==> config.mk <==
export PLATFORM = sky130hd
export DESIGN_NAME = decode_hazard_ctrl_flat
export DESIGN_NICKNAME = d
export VERILOG_FILES = /design/src/rtl/decode_hazard_ctrl_if.sv /design/src/rtl/decode_hazard_ctrl.sv /design/src/flat_wrapper.sv
export SDC_FILE = /design/constraint.sdc
export NUM_CORES = 1
export LEC_CHECK = 0
export BUFFER_PORTS_ARGS = -buffer_cell sky130_fd_sc_hd__buf_2
export CAP_MARGIN = 20
export CORE_ASPECT_RATIO = 1.25
export CORE_MARGIN = 10
export CORE_UTILIZATION = 58
export DETAILED_ROUTE_END_ITERATION = 12
export HOLD_SLACK_MARGIN = 0.15
export PLACE_DENSITY = 0.8
export SLEW_MARGIN = 20
export SYNTH_ARGS = -nofsm -noshare
export SYNTH_HDL_FRONTEND = slang
export SYNTH_SLANG_ARGS = --single-unit
==> constraint.sdc <==
create_clock -name clk -period 4.65 [get_ports clk]
set_clock_uncertainty 0.2 [all_clocks]
set_input_delay 0.2325 -clock clk [delete_from_list [all_inputs] [get_ports clk]]
set_output_delay 0.2325 -clock clk [all_outputs]
set_load 0.03 [all_outputs]
==> src/rtl/decode_hazard_ctrl_if.sv <==
// Decode-stage hazard controller bundle: decoded instruction fields, writeback
// strobes from the back end, and the issue/stall/flush controls returned to the pipe.
interface decode_hazard_ctrl_if #(
    parameter int REGI_BITS = 4,
    parameter int VECT_BITS = 2
);
    logic                 dec_valid_i;
    logic                 flagNop_i;
    logic                 flagEnd_i;
    logic                 enableJump_i;
    logic                 isOper1Int_i;
    logic                 isOper2Int_i;
    logic                 isOper1V_i;
    logic                 isOper2V_i;
    logic [REGI_BITS-1:0] ioper1_i;
    logic [REGI_BITS-1:0] ioper2_i;
    logic [VECT_BITS-1:0] voper1_i;
    logic [VECT_BITS-1:0] voper2_i;
    logic                 writeResultInt_i;
    logic                 writeResultV_i;
    logic [REGI_BITS-1:0] intRegDest_i;
    logic [VECT_BITS-1:0] vecRegDest_i;
    logic                 int_we_i;
    logic [REGI_BITS-1:0] int_dest_i;
    logic                 vec_we_i;
    logic [VECT_BITS-1:0] vec_dest_i;

    logic                 issue_o;
    logic                 stall_o;
    logic                 bubble_o;
    logic                 flush_o;
    logic                 halt_o;
    logic                 underflow_o;
    logic [1:0]           state_o;

    modport master (
        output dec_valid_i, flagNop_i, flagEnd_i, enableJump_i,
               isOper1Int_i, isOper2Int_i, isOper1V_i, isOper2V_i,
               ioper1_i, ioper2_i, voper1_i, voper2_i,
               writeResultInt_i, writeResultV_i, intRegDest_i, vecRegDest_i,
               int_we_i, int_dest_i, vec_we_i, vec_dest_i,
        input  issue_o, stall_o, bubble_o, flush_o, halt_o, underflow_o, state_o
    );

    modport slave (
        input  dec_valid_i, flagNop_i, flagEnd_i, enableJump_i,
               isOper1Int_i, isOper2Int_i, isOper1V_i, isOper2V_i,
               ioper1_i, ioper2_i, voper1_i, voper2_i,
               writeResultInt_i, writeResultV_i, intRegDest_i, vecRegDest_i,
               int_we_i, int_dest_i, vec_we_i, vec_dest_i,
        output issue_o, stall_o, bubble_o, flush_o, halt_o, underflow_o, state_o
    );
endinterface

==> src/rtl/decode_hazard_ctrl.sv <==
// Scoreboard hazard controller for decode: per-register pending-write counters,
// RAW/saturation stalls, post-jump flush and end-of-program drain/halt sequencing.
module decode_hazard_ctrl #(
    parameter int REGI_BITS    = 4,
    parameter int VECT_BITS    = 2,
    parameter int CNT_BITS     = 2,
    parameter int FLUSH_CYCLES = 2
) (
    input  logic                 clk,
    input  logic                 rst,
    decode_hazard_ctrl_if.slave  bus
);
    localparam int NUM_I   = 2 ** REGI_BITS;
    localparam int NUM_V   = 2 ** VECT_BITS;
    localparam int FC_BITS = (FLUSH_CYCLES > 1) ? $clog2(FLUSH_CYCLES) : 1;
    localparam logic [CNT_BITS-1:0] CNT_MAX = '1;
    localparam logic [CNT_BITS-1:0] CNT_ONE = CNT_BITS'(1);
    localparam logic [FC_BITS-1:0]  FC_LOAD = FC_BITS'(FLUSH_CYCLES - 1);
    localparam logic [FC_BITS-1:0]  FC_ONE  = FC_BITS'(1);

    typedef enum logic [1:0] {RUN = 2'd0, FLUSH = 2'd1, DRAIN = 2'd2, HALT = 2'd3} state_t;

    state_t               state, state_nxt;
    logic [FC_BITS-1:0]   fcnt, fcnt_nxt;
    logic [CNT_BITS-1:0]  pi [NUM_I];
    logic [CNT_BITS-1:0]  pv [NUM_V];
    logic [NUM_I-1:0]     inc_i, dec_i;
    logic [NUM_V-1:0]     inc_v, dec_v;
    logic                 hazard, issue, all_zero, uf_hit, underflow;

    // Hazards look only at registered counts, so a same-cycle writeback never unblocks.
    always_comb begin
        hazard = 1'b0;
        if (!bus.flagNop_i)
            hazard = (bus.isOper1Int_i && pi[bus.ioper1_i] != '0)
                  || (bus.isOper2Int_i && pi[bus.ioper2_i] != '0)
                  || (bus.isOper1V_i   && pv[bus.voper1_i] != '0)
                  || (bus.isOper2V_i   && pv[bus.voper2_i] != '0)
                  || (bus.writeResultInt_i && pi[bus.intRegDest_i] == CNT_MAX)
                  || (bus.writeResultV_i   && pv[bus.vecRegDest_i] == CNT_MAX);
    end

    assign issue = bus.dec_valid_i && (state == RUN) && !hazard;

    // NOTE: every always_comb output gets a default first so no path leaves it unassigned (no latch).
    always_comb begin
        inc_i    = '0;
        dec_i    = '0;
        inc_v    = '0;
        dec_v    = '0;
        uf_hit   = 1'b0;
        all_zero = 1'b1;
        for (int i = 0; i < NUM_I; i++) begin
            inc_i[i] = issue && !bus.flagNop_i && bus.writeResultInt_i
                       && (bus.intRegDest_i == REGI_BITS'(i));
            dec_i[i] = bus.int_we_i && (bus.int_dest_i == REGI_BITS'(i));
            if (dec_i[i] && !inc_i[i] && pi[i] == '0) uf_hit = 1'b1;
            if (pi[i] != '0) all_zero = 1'b0;
        end
        for (int v = 0; v < NUM_V; v++) begin
            inc_v[v] = issue && !bus.flagNop_i && bus.writeResultV_i
                       && (bus.vecRegDest_i == VECT_BITS'(v));
            dec_v[v] = bus.vec_we_i && (bus.vec_dest_i == VECT_BITS'(v));
            if (dec_v[v] && !inc_v[v] && pv[v] == '0) uf_hit = 1'b1;
            if (pv[v] != '0) all_zero = 1'b0;
        end
    end

    // NOTE: the counter arrays are plain flops, not RAM, so they are reset like any other state.
    always_ff @(posedge clk or negedge rst) begin
        if (!rst) begin
            for (int i = 0; i < NUM_I; i++) pi[i] <= '0;
            for (int v = 0; v < NUM_V; v++) pv[v] <= '0;
            underflow <= 1'b0;
        end else begin
            for (int i = 0; i < NUM_I; i++) begin
                if (inc_i[i] && !dec_i[i])                     pi[i] <= pi[i] + CNT_ONE;
                else if (dec_i[i] && !inc_i[i] && pi[i] != '0) pi[i] <= pi[i] - CNT_ONE;
            end
            for (int v = 0; v < NUM_V; v++) begin
                if (inc_v[v] && !dec_v[v])                     pv[v] <= pv[v] + CNT_ONE;
                else if (dec_v[v] && !inc_v[v] && pv[v] != '0) pv[v] <= pv[v] - CNT_ONE;
            end
            if (uf_hit) underflow <= 1'b1;
        end
    end

    // NOTE: sequential state uses non-blocking assignment so all flops update from pre-edge values.
    always_ff @(posedge clk or negedge rst) begin
        if (!rst) begin
            state <= RUN;
            fcnt  <= '0;
        end else begin
            state <= state_nxt;
            fcnt  <= fcnt_nxt;
        end
    end

    // End takes priority over jump when both flags arrive together.
    always_comb begin
        state_nxt = state;
        fcnt_nxt  = fcnt;
        case (state)
            RUN: begin
                if (issue && bus.flagEnd_i) begin
                    state_nxt = DRAIN;
                end else if (issue && bus.enableJump_i) begin
                    state_nxt = FLUSH;
                    fcnt_nxt  = FC_LOAD;
                end
            end
            FLUSH: begin
                if (fcnt == '0) state_nxt = RUN;
                else            fcnt_nxt  = fcnt - FC_ONE;
            end
            DRAIN:   if (all_zero) state_nxt = HALT;
            HALT:    state_nxt = HALT;
            default: state_nxt = RUN;
        endcase
    end

    always_comb begin
        bus.issue_o     = issue;
        bus.stall_o     = ((state == RUN) && bus.dec_valid_i && hazard)
                          || (state == DRAIN) || (state == HALT);
        bus.bubble_o    = !issue || bus.flagNop_i;
        bus.flush_o     = (state == FLUSH);
        bus.halt_o      = (state == HALT);
        bus.underflow_o = underflow;
        bus.state_o     = state;
    end
endmodule

==> src/flat_wrapper.sv <==
// flat-port wrapper written by rule: the top's interface ports become plain ports
module decode_hazard_ctrl_flat 
#(
    parameter int REGI_BITS    = 4,
    parameter int VECT_BITS    = 2,
    parameter int CNT_BITS     = 2,
    parameter int FLUSH_CYCLES = 2
)
  (clk, rst, bus_dec_valid_i, bus_flagNop_i, bus_flagEnd_i, bus_enableJump_i, bus_isOper1Int_i, bus_isOper2Int_i, bus_isOper1V_i, bus_isOper2V_i, bus_ioper1_i, bus_ioper2_i, bus_voper1_i, bus_voper2_i, bus_writeResultInt_i, bus_writeResultV_i, bus_intRegDest_i, bus_vecRegDest_i, bus_int_we_i, bus_int_dest_i, bus_vec_we_i, bus_vec_dest_i, bus_issue_o, bus_stall_o, bus_bubble_o, bus_flush_o, bus_halt_o, bus_underflow_o, bus_state_o);
  decode_hazard_ctrl_if #(.REGI_BITS(REGI_BITS), .VECT_BITS(VECT_BITS)) bus_i ();
  input  logic clk;
  input  logic rst;
  input wire logic [$bits(bus_i.dec_valid_i)-1:0] bus_dec_valid_i;
  input wire logic [$bits(bus_i.flagNop_i)-1:0] bus_flagNop_i;
  input wire logic [$bits(bus_i.flagEnd_i)-1:0] bus_flagEnd_i;
  input wire logic [$bits(bus_i.enableJump_i)-1:0] bus_enableJump_i;
  input wire logic [$bits(bus_i.isOper1Int_i)-1:0] bus_isOper1Int_i;
  input wire logic [$bits(bus_i.isOper2Int_i)-1:0] bus_isOper2Int_i;
  input wire logic [$bits(bus_i.isOper1V_i)-1:0] bus_isOper1V_i;
  input wire logic [$bits(bus_i.isOper2V_i)-1:0] bus_isOper2V_i;
  input wire logic [$bits(bus_i.ioper1_i)-1:0] bus_ioper1_i;
  input wire logic [$bits(bus_i.ioper2_i)-1:0] bus_ioper2_i;
  input wire logic [$bits(bus_i.voper1_i)-1:0] bus_voper1_i;
  input wire logic [$bits(bus_i.voper2_i)-1:0] bus_voper2_i;
  input wire logic [$bits(bus_i.writeResultInt_i)-1:0] bus_writeResultInt_i;
  input wire logic [$bits(bus_i.writeResultV_i)-1:0] bus_writeResultV_i;
  input wire logic [$bits(bus_i.intRegDest_i)-1:0] bus_intRegDest_i;
  input wire logic [$bits(bus_i.vecRegDest_i)-1:0] bus_vecRegDest_i;
  input wire logic [$bits(bus_i.int_we_i)-1:0] bus_int_we_i;
  input wire logic [$bits(bus_i.int_dest_i)-1:0] bus_int_dest_i;
  input wire logic [$bits(bus_i.vec_we_i)-1:0] bus_vec_we_i;
  input wire logic [$bits(bus_i.vec_dest_i)-1:0] bus_vec_dest_i;
  output wire logic [$bits(bus_i.issue_o)-1:0] bus_issue_o;
  output wire logic [$bits(bus_i.stall_o)-1:0] bus_stall_o;
  output wire logic [$bits(bus_i.bubble_o)-1:0] bus_bubble_o;
  output wire logic [$bits(bus_i.flush_o)-1:0] bus_flush_o;
  output wire logic [$bits(bus_i.halt_o)-1:0] bus_halt_o;
  output wire logic [$bits(bus_i.underflow_o)-1:0] bus_underflow_o;
  output wire logic [$bits(bus_i.state_o)-1:0] bus_state_o;
  assign bus_i.dec_valid_i = bus_dec_valid_i;
  assign bus_i.flagNop_i = bus_flagNop_i;
  assign bus_i.flagEnd_i = bus_flagEnd_i;
  assign bus_i.enableJump_i = bus_enableJump_i;
  assign bus_i.isOper1Int_i = bus_isOper1Int_i;
  assign bus_i.isOper2Int_i = bus_isOper2Int_i;
  assign bus_i.isOper1V_i = bus_isOper1V_i;
  assign bus_i.isOper2V_i = bus_isOper2V_i;
  assign bus_i.ioper1_i = bus_ioper1_i;
  assign bus_i.ioper2_i = bus_ioper2_i;
  assign bus_i.voper1_i = bus_voper1_i;
  assign bus_i.voper2_i = bus_voper2_i;
  assign bus_i.writeResultInt_i = bus_writeResultInt_i;
  assign bus_i.writeResultV_i = bus_writeResultV_i;
  assign bus_i.intRegDest_i = bus_intRegDest_i;
  assign bus_i.vecRegDest_i = bus_vecRegDest_i;
  assign bus_i.int_we_i = bus_int_we_i;
  assign bus_i.int_dest_i = bus_int_dest_i;
  assign bus_i.vec_we_i = bus_vec_we_i;
  assign bus_i.vec_dest_i = bus_vec_dest_i;
  assign bus_issue_o = bus_i.issue_o;
  assign bus_stall_o = bus_i.stall_o;
  assign bus_bubble_o = bus_i.bubble_o;
  assign bus_flush_o = bus_i.flush_o;
  assign bus_halt_o = bus_i.halt_o;
  assign bus_underflow_o = bus_i.underflow_o;
  assign bus_state_o = bus_i.state_o;
  decode_hazard_ctrl #(.REGI_BITS(REGI_BITS), .VECT_BITS(VECT_BITS), .CNT_BITS(CNT_BITS), .FLUSH_CYCLES(FLUSH_CYCLES)) u_core (.clk(clk), .rst(rst), .bus(bus_i));
endmodule
# Yosys cells after proc, flatten, opt, wreduce, memory -nomap -nowiden
# Index checks and enable logic that the tools add are counted.
# word_totals
wordCells	487
register_bits	44
input_bits	38
# op_classes
n_eq_ne	46
mux	108
reduce_logical	257
magnitude_cmp	6
n_addsub	41
bitwise	6
# op_table
operator	count
$logic_and 1x1->1	134
$mux 2	56
$reduce_bool 2->1	45
$eq 4x4->1 const B	16
$logic_not 2->1	23
$mux 1	44
$logic_not 1->1	43
$add 2x1->2 const B	20
$sub 2x1->2 const B	20
$eq 4x3->1 const B	8
$bmux 2 s4	3
$eq 2x2->1 const B	8
$eq 4x2->1 const B	4
$ge 5x5->1 const B	3
$not 4->5	3
$bmux 2 s2	3
$ge 3x3->1 const B	3
$not 2->3	3
$eq 4x1->1 const B	2
$logic_not 4->1	2
$logic_or 1x1->1	8
$pmux 2 s4	1
$eq 2x1->1 const B	3
$ne 2x2->1 const B	3
other kinds (5)	6

# Logic depth before layout (Yosys ltp)
# depth
word_depth	40
depth_mapped	12
depth_no_buf	9

# Worst setup path before layout
# OpenSTA, ideal clock, no wires.
# synth_path
path_kind	reg2out
startpoint	register u_core.pi[28] (netlist name)
endpoint	output bus_bubble_o
stages_incl_launch_ff	10
t_required_ns	4.218
arrival_time_ns	3.353
path_slack_ns	0.865
n_path_buf	2
path_cell_list	dfrtp_1 -> mux4_1 -> mux2i_1 -> o22ai_1 -> a2111oi_4 -> nand3_1 -> buf_2 -> clkbuf_1 -> a21boi_0 -> nand2_1
# synth_between
elab_chain_cells	15
# synth_rtl
item	line	source
start: declaration	decode_hazard_ctrl.sv:25	logic [CNT_BITS-1:0] pi [NUM_I];
start signal: indexed assignment	decode_hazard_ctrl.sv:77	if (inc_i[i] && !dec_i[i]) pi[i] <= pi[i] + CNT_ONE;
$bmux 2 s4, on equally long branches	decode_hazard_ctrl.sv:35, decode_hazard_ctrl.sv:36	
$mux 2, on equally long branches (2 in a row)	decode_hazard_ctrl.sv:35, decode_hazard_ctrl.sv:36	
$reduce_bool 2->1, on equally long branches	decode_hazard_ctrl.sv:35, decode_hazard_ctrl.sv:36	
$logic_and 1x1->1, on equally long branches	decode_hazard_ctrl.sv:35, decode_hazard_ctrl.sv:36	
$logic_or 1x1->1	decode_hazard_ctrl.sv:36	|| (bus.isOper2Int_i && pi[bus.ioper2_i] != '0)
$logic_or 1x1->1	decode_hazard_ctrl.sv:37	|| (bus.isOper1V_i && pv[bus.voper1_i] != '0)
$logic_or 1x1->1	decode_hazard_ctrl.sv:38	|| (bus.isOper2V_i && pv[bus.voper2_i] != '0)
$logic_or 1x1->1 *	decode_hazard_ctrl.sv:39	|| (bus.writeResultInt_i && pi[bus.intRegDest_i] == CNT_MAX)
$logic_or 1x1->1 *	decode_hazard_ctrl.sv:40	|| (bus.writeResultV_i && pv[bus.vecRegDest_i] == CNT_MAX);
$mux 1 *	decode_hazard_ctrl.sv:34	if (!bus.flagNop_i)
$logic_not 1->1 *	decode_hazard_ctrl.sv:43	assign issue = bus.dec_valid_i && (state == RUN) && !hazard;
$logic_and 1x1->1 *	decode_hazard_ctrl.sv:43	
named net bus_issue_o	flat_wrapper.sv:33	output wire logic [$bits(bus_i.issue_o)-1:0] bus_issue_o;
$logic_not 1->1 *	decode_hazard_ctrl.sv:126	bus.bubble_o = !issue || bus.flagNop_i;
$logic_or 1x1->1 *	decode_hazard_ctrl.sv:126	
end: declaration	flat_wrapper.sv:35	output wire logic [$bits(bus_i.bubble_o)-1:0] bus_bubble_o;
# Mark *: on every way through the listed nets, which the timed path passes. The rest lies on a longest branch. The select of a mux whose other input is x is not followed.

# Worst setup path in the final report
# layout_path
startpoint	register u_core.pi[28] (netlist name)
endpoint	register u_core.underflow, in the netlist u_core.bus.underflow_o
# layout_between
elab_chain_cells	39
# layout_rtl
item	line	source
$bmux 2 s4, on equally long branches	decode_hazard_ctrl.sv:35, decode_hazard_ctrl.sv:36	
$mux 2, on equally long branches (2 in a row)	decode_hazard_ctrl.sv:35, decode_hazard_ctrl.sv:36	
$reduce_bool 2->1, on equally long branches	decode_hazard_ctrl.sv:35, decode_hazard_ctrl.sv:36	
$logic_and 1x1->1, on equally long branches	decode_hazard_ctrl.sv:35, decode_hazard_ctrl.sv:36	
$logic_or 1x1->1	decode_hazard_ctrl.sv:36	
$logic_or 1x1->1	decode_hazard_ctrl.sv:37	
$logic_or 1x1->1	decode_hazard_ctrl.sv:38	
$logic_or 1x1->1	decode_hazard_ctrl.sv:39	
(+4 left out)	-	
$logic_and 1x1->1	decode_hazard_ctrl.sv:54, decode_hazard_ctrl.sv:61	
$logic_and 1x1->1	decode_hazard_ctrl.sv:54	inc_i[i] = issue && !bus.flagNop_i && bus.writeResultInt_i
$logic_and 1x1->1	decode_hazard_ctrl.sv:55	&& (bus.intRegDest_i == REGI_BITS'(i));
$logic_not 1->1	decode_hazard_ctrl.sv:57	if (dec_i[i] && !inc_i[i] && pi[i] == '0) uf_hit = 1'b1;
$logic_and 1x1->1 (2 in a row)	decode_hazard_ctrl.sv:57	
$mux 1 (16 in a row)	decode_hazard_ctrl.sv:57	
$mux 1 (3 in a row)	decode_hazard_ctrl.sv:64	if (dec_v[v] && !inc_v[v] && pv[v] == '0) uf_hit = 1'b1;
$mux 1 *	decode_hazard_ctrl.sv:64	
end signal: assignment	decode_hazard_ctrl.sv:74	underflow <= 1'b0;
end signal: assignment	decode_hazard_ctrl.sv:84	if (uf_hit) underflow <= 1'b1;
end: declaration	decode_hazard_ctrl.sv:29	logic hazard, issue, all_zero, uf_hit, underflow;
# Every way passes the cells marked *; elsewhere a longest branch is shown, timed or not. The select of a mux whose other input is x is not followed.
# A chain may end at the register's enable or synchronous reset.

==> impl_results.md <==
* Largest stage delay on the critical path at about 530 ps
* Vias in the first global route at 3450
* Post-Synth Simple-Gate Area at 0.2908
* Dpl ws at 674.5 ps
* # DRC at 0
* Placeable core area at slightly below 6000 sq um
* WL per Instance at roughly 20 microns
* Arrival @ worst endpoint at 3900 ps
* Leakage at between 1.5 and 2 nW
* Max cap viols at 0
* Initial core utilization at 0.5983
* Initial antenna violation count at 0
* Postcts setup bufs at 0
* Area of the die at ~9500 sq um
* Max transition margin at 0.3378
* Actual slew at the worst max-slew pin at roughly 990 ps
* Clk_lat worst skew at about 300 ps
* FF+latch count, synth at 44
* CTS Buf Count at 5
* Commonest cells post-synth: nor2_1, o21ai_0, dfrtp_1, nand2_1, nor3_1
* Placed cell areas at between 3000 and 4000 sq um
* Post-synthesis cell type count at 60
* Post-synthesis adder-cell area fraction at 0
* Gate Count Post-Synth at 423
* Hold Path Sink: u_core.pv[7]
* CP max-delay cell: or3_1
* Worst R2R Setup Slack at 730 ps
* Clk buf depth at 2
* Via count at about 3500
* CP delay by family, top: simple AND/OR/NAND/NOR gates
* Port bufs at 45
* RSZ-0062 raised after global routing: false
* Hold Fails Final Rpt at 0
* Synthesized area per cell at just over 8 sq um
* Post-Synthesis Net Count at between 400 and 500
* Final wirelength at ~11000 microns
* Largest family of logic cells by synthesized area: simple AND/OR/NAND/NOR gates
* Worst Path Buf+Inv at 0
* Synth Cell Area at around 3500 sq um
* First-pass GRT wire length at around 18000 microns
* Worst Setup Start Kind: flop
* Crit-path cells: mux4_1 -> mux2i_1 -> o22ai_1 -> a2111oi_4 -> nand3_1 -> or3_1 -> a31o_1 -> a211o_1 -> or4_1
* Share of the synthesized area in the top cell type at 0.3163
* Most used flip-flop cell after synthesis: dfrtp_1
* Seq/Total Area, Yosys at 0.3163
* Antenna Nets Post-Route at 0
* Share of post-route cells with drive strength above 1 at 0.1949
* Worst Hold Class: input pin to flop
* CTS tree: yes
* CTS root buf: clkbuf_8
* Pin count of the biggest net entering global routing at 45
* Clk slew on worst S/H paths at ~80 ps
* CTS resizes at 0
* WHS Path Cells at 3
* Number of diodes at 0
* Worst setup margin at 728.9 ps
* R2R Path End: u_core.bus.underflow_o
* Mux share of post-synthesis cell area at 0.1060
* Final Power at between 1 and 1.5 mW
* Max VDD drop at ~0.00025 V
* DR pass1 iterations at 5
* Setup crit end kind: flop
* Area leader, netlist: dfrtp_1
* Layout fillers at ~530
* Synth area leaders: dfrtp_1, mux4_2, o21ai_0
* Clock sink count at 44
* Final Max Slew Viols at 0
* Top-count cell post-synth: nor2_1
* Power Density at ~300 nW/um^2
* IO Pins at 46
* Hold path start: bus_vecRegDest_i[0]
* All-Layer GR Usage at 0.2340
* Remaining Overflow, GRT at 0
* Xor/xnor share of the synthesized area at 0
* Class of the most critical setup path: flop to flop
* Fmax at between 200 and 300 MHz
* DIE WIDTH at between 80 and 90 microns
* Synth Area in Compound Gates at 0.2394
* Vias per Instance at approximately 6.6
* Status: complete, no violations
* Setup_tns at 0 ps
* Synth warn at 0
* Number of H-tree levels at 2
* # setup viols final at 0
* Row cnt at 31
* Fin area at around 3900 sq um
* Placer Congestion at around 1.0
* Crit Path Max Fanout at 10
* Number of flops mapped to enable cells by yosys at 0
* Post-layout minimum cycle time at about 4000 ps
* Initial DRC Count at 254
* Fraction of registers with async set/reset at 1.000
* Critical R2R Launch: u_core.pi[28]
* Layout Nets at between 500 and 600
* Height of the chip at approximately 110 microns
* CP required at approximately 4600 ps
* Area growth syn-to-layout at 11.50%
* Final Cycle Share at 0.8432
* R2R depth at 9
* Final Core Density at 0.6671
* Hpwl dp at 8532 microns
-- cell families after synthesis --
| logic type | count (synthesis) |
|---|---|
| AND/OR/NAND/NOR | 200 |
| AO/OA/AOI/OAI | 125 |
| flip-flops | 44 |
| buffers and inverters | 37 |
| multiplexers | 17 |
-- where the power goes --
group	total (mW)	internal, mW	switching, mW	leakage (nW)
combinational	0.339	0.138	0.201	1.03
sequential	0.504	0.430	0.0741	0.563
clock	0.322	0.190	0.132	0.0645
-- routing by layer --
| layer | up-vias | part of all wire | global-route usage | wire length (microns) |
|---|---|---|---|---|
| met5 | - | 0 | 0 | 0 |
| met4 | 0 | 0.045 | 0.1162 | 480 |
| met3 | 41 | 0.091 | 0.05985 | 978 |
| met2 | 202 | 0.47 | 0.3729 | 5017 |
| met1 | 1639 | 0.40 | 0.2838 | 4286 |
| li1 | 1654 | - | - | - |
-- what timing repair did --
action | 4_1_cts | 5_1_grt
hold buffers | 3 | 0
endpoints found under the hold margin | 47 | 0
endpoints found under the setup margin | 0 | 0
-- area by class of cell --
class / instances / area [sq um] / area share
multi-input cells: 342 / 2215 / 0.5706
flip-flops and latches: 44 / 1101 / 0.2837
repair buffers: 50 / 270.3 / 0.06963
clock buffers: 7 / 96.34 / 0.02482
inverters: 23 / 86.33 / 0.02224
well taps: 66 / 82.58 / 0.02128
clock inverters: 1 / 30.03 / 0.007737
-- through the flow --
stage          std cells  hold WS (ps)
4_1_cts              533         186.7
3_3_place_gp         522         242.3
5_1_grt              533         223.4
3_5_place_dp         522         251.2
6_report             533         201.2
2_1_floorplan        423        -263.1
-- worst max-delay path by stage --
stage                        start                      to  slack, ps  cells past startpoint
3_5_place_dp   bus_intRegDest_i[1]  u_core.bus.underflow_o        670                     10
4_1_cts              u_core.pi[28]  u_core.bus.underflow_o        730                      9
3_3_place_gp   bus_intRegDest_i[0]  u_core.bus.underflow_o        710                     10
5_1_grt              u_core.pi[28]  u_core.bus.underflow_o        540                     10
2_1_floorplan        u_core.pi[28]            bus_bubble_o        860                      9
6_report             u_core.pi[28]  u_core.bus.underflow_o        730                      9
-- layout by cell type, fill, tap and decap left out, types with 3 or more instances in the layout --
| cell | synthesis | routed |
|---|---|---|
| o31ai_1 | 3 | 3 |
| buf_2 | 2 | 45 |
| o21a_1 | 9 | 9 |
| nand3b_1 | 14 | 14 |
| nor3_1 | 24 | 24 |
| nand3_1 | 12 | 12 |
| a21oi_1 | 21 | 21 |
| nand2_1 | 41 | 41 |
| or4_1 | 3 | 3 |
| inv_1 | 23 | 23 |
| dlygate4sd3_1 | 0 | 3 |
| or2_2 | 12 | 12 |
| nor2b_1 | 6 | 6 |
| nor4_1 | 5 | 5 |
| nor2_1 | 53 | 53 |
| a31o_2 | 3 | 3 |
| o21ai_0 | 46 | 46 |
| o31a_1 | 6 | 6 |
| nand4_1 | 7 | 7 |
| nor3b_1 | 3 | 3 |
| dfrtp_1 | 44 | 44 |
| mux4_1 | 3 | 3 |
| clkbuf_8 | 0 | 7 |
| o211ai_1 | 7 | 7 |
| nand2b_1 | 9 | 9 |
| mux4_2 | 12 | 12 |
| a31oi_1 | 4 | 4 |
| a2bb2oi_1 | 3 | 3 |
-- sequential cells by signal, summed over array words and instances (netlist names) --
register / flops
u_core.bus.underflow_o: 1
u_core.fcnt: 1
u_core.bus.state_o: 2
u_core.pv: 8
u_core.pi: 32
-- worst min-delay path, cell delays in order --
cell	delay (ps)
buf_2	160
nor4_1	100
o22a_1	170
Power figures use the tool's default switching activity.
